### src/rtl/snitch_icache_miss_arbiter.sv
// rtl/snitch_icache_miss_arbiter.sv - round-robin arbiter merging L0 refill misses onto one L1 lookup port
//
// Collects line-miss requests from NR_FETCH_PORTS L0 caches, grants one per
// cycle in round-robin order into a single register slice toward the L1
// lookup, and routes the L1 responses back to the issuing port by ID.
// Each port may have only one miss outstanding; a busy bit tracks it.
//
// Ports:
//   clk_i, rst_ni                 clock, asynchronous active-low reset
//   in_addr_i / in_valid_i        per-port miss line address and valid
//   in_ready_o                    per-port grant (at most one bit high)
//   in_rsp_data_o / _error_o      refill line and error, broadcast
//   in_rsp_valid_o / _ready_i     per-port response handshake
//   out_addr_o / out_id_o         registered request toward L1
//   out_valid_o / out_ready_i     L1 request handshake
//   out_rsp_*                     L1 response (data, error, id, handshake)
module snitch_icache_miss_arbiter #(
    parameter int unsigned NR_FETCH_PORTS = 4,
    parameter int unsigned FETCH_AW       = 32,
    parameter int unsigned LINE_WIDTH     = 128,
    parameter int unsigned ID_WIDTH       = (NR_FETCH_PORTS > 1) ? $clog2(NR_FETCH_PORTS) : 1
) (
    input  logic                               clk_i,
    input  logic                               rst_ni,

    input  logic [NR_FETCH_PORTS*FETCH_AW-1:0] in_addr_i,
    input  logic [NR_FETCH_PORTS-1:0]          in_valid_i,
    output logic [NR_FETCH_PORTS-1:0]          in_ready_o,

    output logic [LINE_WIDTH-1:0]              in_rsp_data_o,
    output logic                               in_rsp_error_o,
    output logic [NR_FETCH_PORTS-1:0]          in_rsp_valid_o,
    input  logic [NR_FETCH_PORTS-1:0]          in_rsp_ready_i,

    output logic [FETCH_AW-1:0]                out_addr_o,
    output logic [ID_WIDTH-1:0]                out_id_o,
    output logic                               out_valid_o,
    input  logic                               out_ready_i,

    input  logic [LINE_WIDTH-1:0]              out_rsp_data_i,
    input  logic                               out_rsp_error_i,
    input  logic [ID_WIDTH-1:0]                out_rsp_id_i,
    input  logic                               out_rsp_valid_i,
    output logic                               out_rsp_ready_o
);

    // One extra bit so that rr + offset can exceed NR_FETCH_PORTS-1 before wrapping.
    localparam int unsigned CW = ID_WIDTH + 1;

    logic [NR_FETCH_PORTS-1:0] busy_q, busy_d;
    logic [ID_WIDTH-1:0]       rr_q, rr_d;
    logic                      out_valid_q;
    logic [FETCH_AW-1:0]       out_addr_q;
    logic [ID_WIDTH-1:0]       out_id_q;

    logic [NR_FETCH_PORTS-1:0] eligible;
    logic                      stage_free;
    logic                      grant_valid;
    logic [ID_WIDTH-1:0]       grant_idx;
    logic [NR_FETCH_PORTS-1:0] grant_oh;
    logic                      take;
    logic [FETCH_AW-1:0]       grant_addr;

    logic [NR_FETCH_PORTS-1:0] rsp_oh;
    logic                      rsp_hit;
    logic [NR_FETCH_PORTS-1:0] rsp_clear;

    // Busy is the registered value: a port whose response completes this
    // cycle is still ineligible until the next one.
    assign eligible   = in_valid_i & ~busy_q;
    assign stage_free = !out_valid_q || out_ready_i;

    // Round-robin search: first eligible port at or after rr, wrapping.
    always_comb begin : p_arbitrate
        logic [CW-1:0]             cand;
        logic [NR_FETCH_PORTS-1:0] rot;
        grant_valid = 1'b0;
        grant_idx   = '0;
        cand        = '0;
        rot         = '0;
        for (int i = 0; i < int'(NR_FETCH_PORTS); i++) begin
            cand = {1'b0, rr_q} + CW'(i);
            if (cand >= CW'(NR_FETCH_PORTS)) begin
                cand = cand - CW'(NR_FETCH_PORTS);
            end
            rot = eligible >> cand;
            if (!grant_valid && rot[0]) begin
                grant_valid = 1'b1;
                grant_idx   = cand[ID_WIDTH-1:0];
            end
        end
    end

    assign grant_oh   = (grant_valid && stage_free && rst_ni)
                      ? (NR_FETCH_PORTS'(1) << grant_idx) : '0;
    assign take       = |grant_oh;
    assign in_ready_o = grant_oh;

    always_comb begin : p_addr_mux
        grant_addr = '0;
        for (int p = 0; p < int'(NR_FETCH_PORTS); p++) begin
            if (grant_idx == ID_WIDTH'(p)) begin
                grant_addr = in_addr_i[p*FETCH_AW +: FETCH_AW];
            end
        end
    end

    always_comb begin : p_rr_next
        logic [CW-1:0] nxt;
        nxt = {1'b0, grant_idx} + CW'(1);
        if (nxt >= CW'(NR_FETCH_PORTS)) begin
            nxt = '0;
        end
        rr_d = take ? nxt[ID_WIDTH-1:0] : rr_q;
    end

    // An out-of-range ID shifts the one-hot to zero, so it can never hit a
    // busy port; such responses and those for idle ports are absorbed.
    assign rsp_oh          = NR_FETCH_PORTS'(1) << out_rsp_id_i;
    assign rsp_hit         = |(busy_q & rsp_oh);
    assign in_rsp_valid_o  = out_rsp_valid_i ? (busy_q & rsp_oh) : '0;
    assign out_rsp_ready_o = rsp_hit ? |(in_rsp_ready_i & rsp_oh) : 1'b1;
    assign in_rsp_data_o   = out_rsp_data_i;
    assign in_rsp_error_o  = out_rsp_error_i;

    assign rsp_clear = in_rsp_valid_o & in_rsp_ready_i;
    // Grant and clear never target the same port: grant needs busy=0, clear busy=1.
    assign busy_d    = (busy_q | grant_oh) & ~rsp_clear;

    always_ff @(posedge clk_i or negedge rst_ni) begin
        if (!rst_ni) begin
            busy_q      <= '0;
            rr_q        <= '0;
            out_valid_q <= 1'b0;
            out_addr_q  <= '0;
            out_id_q    <= '0;
        end else begin
            busy_q <= busy_d;
            rr_q   <= rr_d;
            if (take) begin
                out_valid_q <= 1'b1;
                out_addr_q  <= grant_addr;
                out_id_q    <= grant_idx;
            end else if (out_ready_i) begin
                out_valid_q <= 1'b0;
            end
        end
    end

    assign out_valid_o = out_valid_q;
    assign out_addr_o  = out_addr_q;
    assign out_id_o    = out_id_q;

    stray_rsp_dropped : assert property (
        @(posedge clk_i) disable iff (!rst_ni) out_rsp_valid_i |-> rsp_hit
    ) else $warning("refill response with id %0d dropped: port not waiting", out_rsp_id_i);

endmodule

### config.mk
export PLATFORM = sky130hd
export DESIGN_NAME = snitch_icache_miss_arbiter
export DESIGN_NICKNAME = d
export VERILOG_FILES = /design/src/rtl/snitch_icache_miss_arbiter.sv
export SDC_FILE = /design/constraint.sdc
export NUM_CORES = 1
export LEC_CHECK = 0
export CAP_MARGIN = 10
export CORE_AREA = 2 2 175 177
export DETAILED_ROUTE_END_ITERATION = 6
export DIE_AREA = 0 0 177 179
export PLACE_DENSITY_LB_ADDON = 0.2
export SLEW_MARGIN = 40
export SYNTH_ARGS = -nofsm -noshare
export SYNTH_HDL_FRONTEND = slang
export SYNTH_SLANG_ARGS = --single-unit
### constraint.sdc
create_clock -name clk_i -period 6.4 [get_ports clk_i]
set_clock_uncertainty 0.2 [all_clocks]
set_input_delay 1.6 -clock clk_i [delete_from_list [all_inputs] [get_ports clk_i]]
set_output_delay 1.6 -clock clk_i [all_outputs]
set_load 0.05 [all_outputs]
==> run metrics <==
Syn Std Cell Area=0.00385 mm²; Post-Syn Instances=410; I/O Buffers=between 150 and 200; Critical Path Start=in_valid_i[0]; die area=0.0317 mm²; layout cells sized above 1=14.1%; Yosys cell types=31; CTS H-tree depth=2; DR pass1 iterations=4; CP Max Fanout=4; # DRC=0; initial drt markers=about 140; largest net degree at the start of global routing=66; slew at the pin closest to its max-slew limit=0.713 ns; register area=0.00103 mm²; unrepaired setup endpoints after global routing=no; end point of the critical path=in_ready_o[3]; CP delay by family, top=compound AO/OA/AOI/OAI gates; Area after DPL=0.00520 mm²; Post-CTS Setup Bufs=0; outcome=complete, no violations; Area Growth Syn to Fin=38.4%; R2R cell count=9; Routed WL=between 10 and 15 mm; CP cell instances=clkdlybuf4s50_1 -> nor2b_2 -> a2111oi_0 -> o31a_1 -> ha_2 -> nor3b_1 -> buf_12; Hold Path Origin=out_addr_o[28]$_DFFE_PN0P_; Ant. Diodes=0; Final ANT Viol Nets=0; hold crit path type=reg2reg; Row Count=64; Rel. slew slack=between 50% and 60%; Worst Setup Start Kind=primary input; clock sink count=about 40; vias in the first global route=around 3200; Crit path depth=7; Bufs and invs on worst path=2; Post-synth EDFFs=0; Async SR Flop Fraction=100%; Fill cells=3346; R2R Setup Slk=2.74 ns; Synth area leaders=dfrtp_1 27%, buf_4 25%, mux2_4 12%; Synth top area share=about a quarter; Final period util=between 90% and 100%; critical path class=in2out; Max Slew Vio Count=0; Final nets=731; clk root buf=clkbuf_16; WP data arrival=3.98 ns; DR vias/cell=3.63; post_cts resized=0; P_leak=1.92 nW; RD Place Congestion=0.790; Multi-input gate area=0.00173 mm²; area leader, netlist=dfrtp_1; critical path's largest stage delay=0.51 ns; Max Cap Viol=0; CP max stage cell=a2111oi_0; detailed-route wire length per cell=roughly 16 µm; clock slew at reported path FFs=about 0.050 ns; Clock Tree Buf Depth=2; R2R Path Start=busy_q[0]$_DFF_PN0_; number of antenna violations at the first check in global routing=0; first-pass GRT wire length=19.9 mm; GRT Overall Usage=between 8 and 9%; Post-synth top flop=dfrtp_1; Worst R2R End=out_addr_o[27]$_DFFE_PN0P_; Power Dens Cells=about 500 mW/mm²; post-synthesis sequential area ratio=26.7%; CTS buffer count=5; CTS tree=done; synthesized area per cell=9.39 µm²; via count=slightly above 3000; worst skew pair latency=0.29 ns; hold-fix buffers at CTS=0; peak supply drop=247 µV; GR Overflow Total=0; Crit. End Element=output port; setup TNS=0 ns; core area=~0.030 mm²; final instance area=about 0.0053 mm²; I/O Pins=about 440; Fin. Hold Viols=0; CP required=4.60 ns; Synth Register Bits=41; Starting Density=about 13%; HPWL Detailed=10.4 mm; syn nets=685; die height=roughly 180 µm; Ys Warns=0; final setup fails=0; Period minus WS final=5.78 ns; Die Width=177 µm; Max Fclk=roughly 0.17 GHz
## placed cells by master (no fill, tap or decap), types with 2 or more instances in the layout
cell type,netlist,layout
nor2_1,4,4
ha_2,0,3
nor2b_2,3,4
o31ai_1,32,32
clkdlybuf4s50_1,0,180
a21oi_1,2,2
o21ai_0,3,3
a2bb2oi_1,4,4
nor3b_1,6,6
a211oi_1,2,2
a221oi_1,31,31
buf_12,0,3
mux2_4,30,30
mux2_2,6,6
clkbuf_16,0,5
nand2_1,36,36
nor2b_1,33,32
dfrtp_1,41,41
nand2b_1,6,6
inv_1,5,5
buf_4,129,8
## synthesized netlist by cell type (all sizes together) (4+ instances only)
library cell / number
ha: 4
nand2: 36
clkbuf: 17
a2bb2oi: 4
nor3b: 6
a221oi: 31
o31ai: 32
dfrtp: 41
buf: 136
nor2b: 36
nor2: 4
mux2: 36
nand2b: 6
inv: 5
## power breakdown
part,switching [mW],leakage [nW],internal [mW]
Sequential,0.0924,0.501,0.392
Combinational,1.11,1.36,0.864
Clock,0.103,0.0655,0.140
## routing by layer
| metal | global-route usage (%) | wire [µm] |
|---|---|---|
| met2 | 13.7 | 6550 |
| met1 | 9.29 | 5370 |
| met4 | 4.51 | 570 |
| met5 | 0 | 0 |
| met3 | 2.71 | 1340 |
## sequential cells by signal (all words and copies together) (netlist names)
| register | flops |
|---|---|
| rr_q | 2 |
| out_addr_o | 32 |
| busy_q | 4 |
| out_valid_o | 1 |
| out_id_o | 2 |
## through the flow
step	std cells	util (%)	hold WS [ns]	worst slack (ns)	power (mW)
after floorplan	410	-	0.305	0.273	2.07
after global placement	845	17.3	0.293	0.690	2.49
after detailed placement	845	17.3	0.296	0.602	2.49
after CTS	851	17.7	0.311	0.586	2.76
after global routing	851	17.7	0.327	0.396	2.91
final	851	17.7	0.308	0.624	2.70
## final cells by class
| type | instances | area share [%] |
|---|---|---|
| inverter | 5 | 0.352 |
| timing repair buffer | 192 | 36.2 |
| clock buffer | 5 | 2.35 |
| clock inverter | 1 | 0.0939 |
| sequential | 41 | 19.3 |
| multi-input combinational | 211 | 32.5 |
| tap | 396 | 9.30 |
## kinds of logic (layout without fill, tap and decap cells)
| group | count (synthesis) | in the layout | synth area share, % |
|---|---|---|---|
| multiplexers | 36 | 36 | 13.5 |
| buffers and inverters | 158 | 203 | 28.6 |
| flip-flops | 41 | 41 | 26.7 |
| adder cells (fa/ha/maj) | 4 | 4 | 1.30 |
| AO/OA/AOI/OAI | 80 | 80 | 16.5 |
| AND/OR/NAND/NOR | 91 | 91 | 13.4 |
## worst min-delay path by stage
stage                                       to  slack [ns]  cells after the start
floorplan                  rr_q[0]$_DFFE_PN0P_        0.31                      1
global placement    out_addr_o[18]$_DFFE_PN0P_        0.29                      1
detailed placement  out_addr_o[24]$_DFFE_PN0P_        0.30                      1
CTS                 out_addr_o[18]$_DFFE_PN0P_        0.31                      1
global route        out_addr_o[28]$_DFFE_PN0P_        0.33                      1
finish              out_addr_o[28]$_DFFE_PN0P_        0.31                      1
Note: power is estimated with default switching activity, not from simulation.
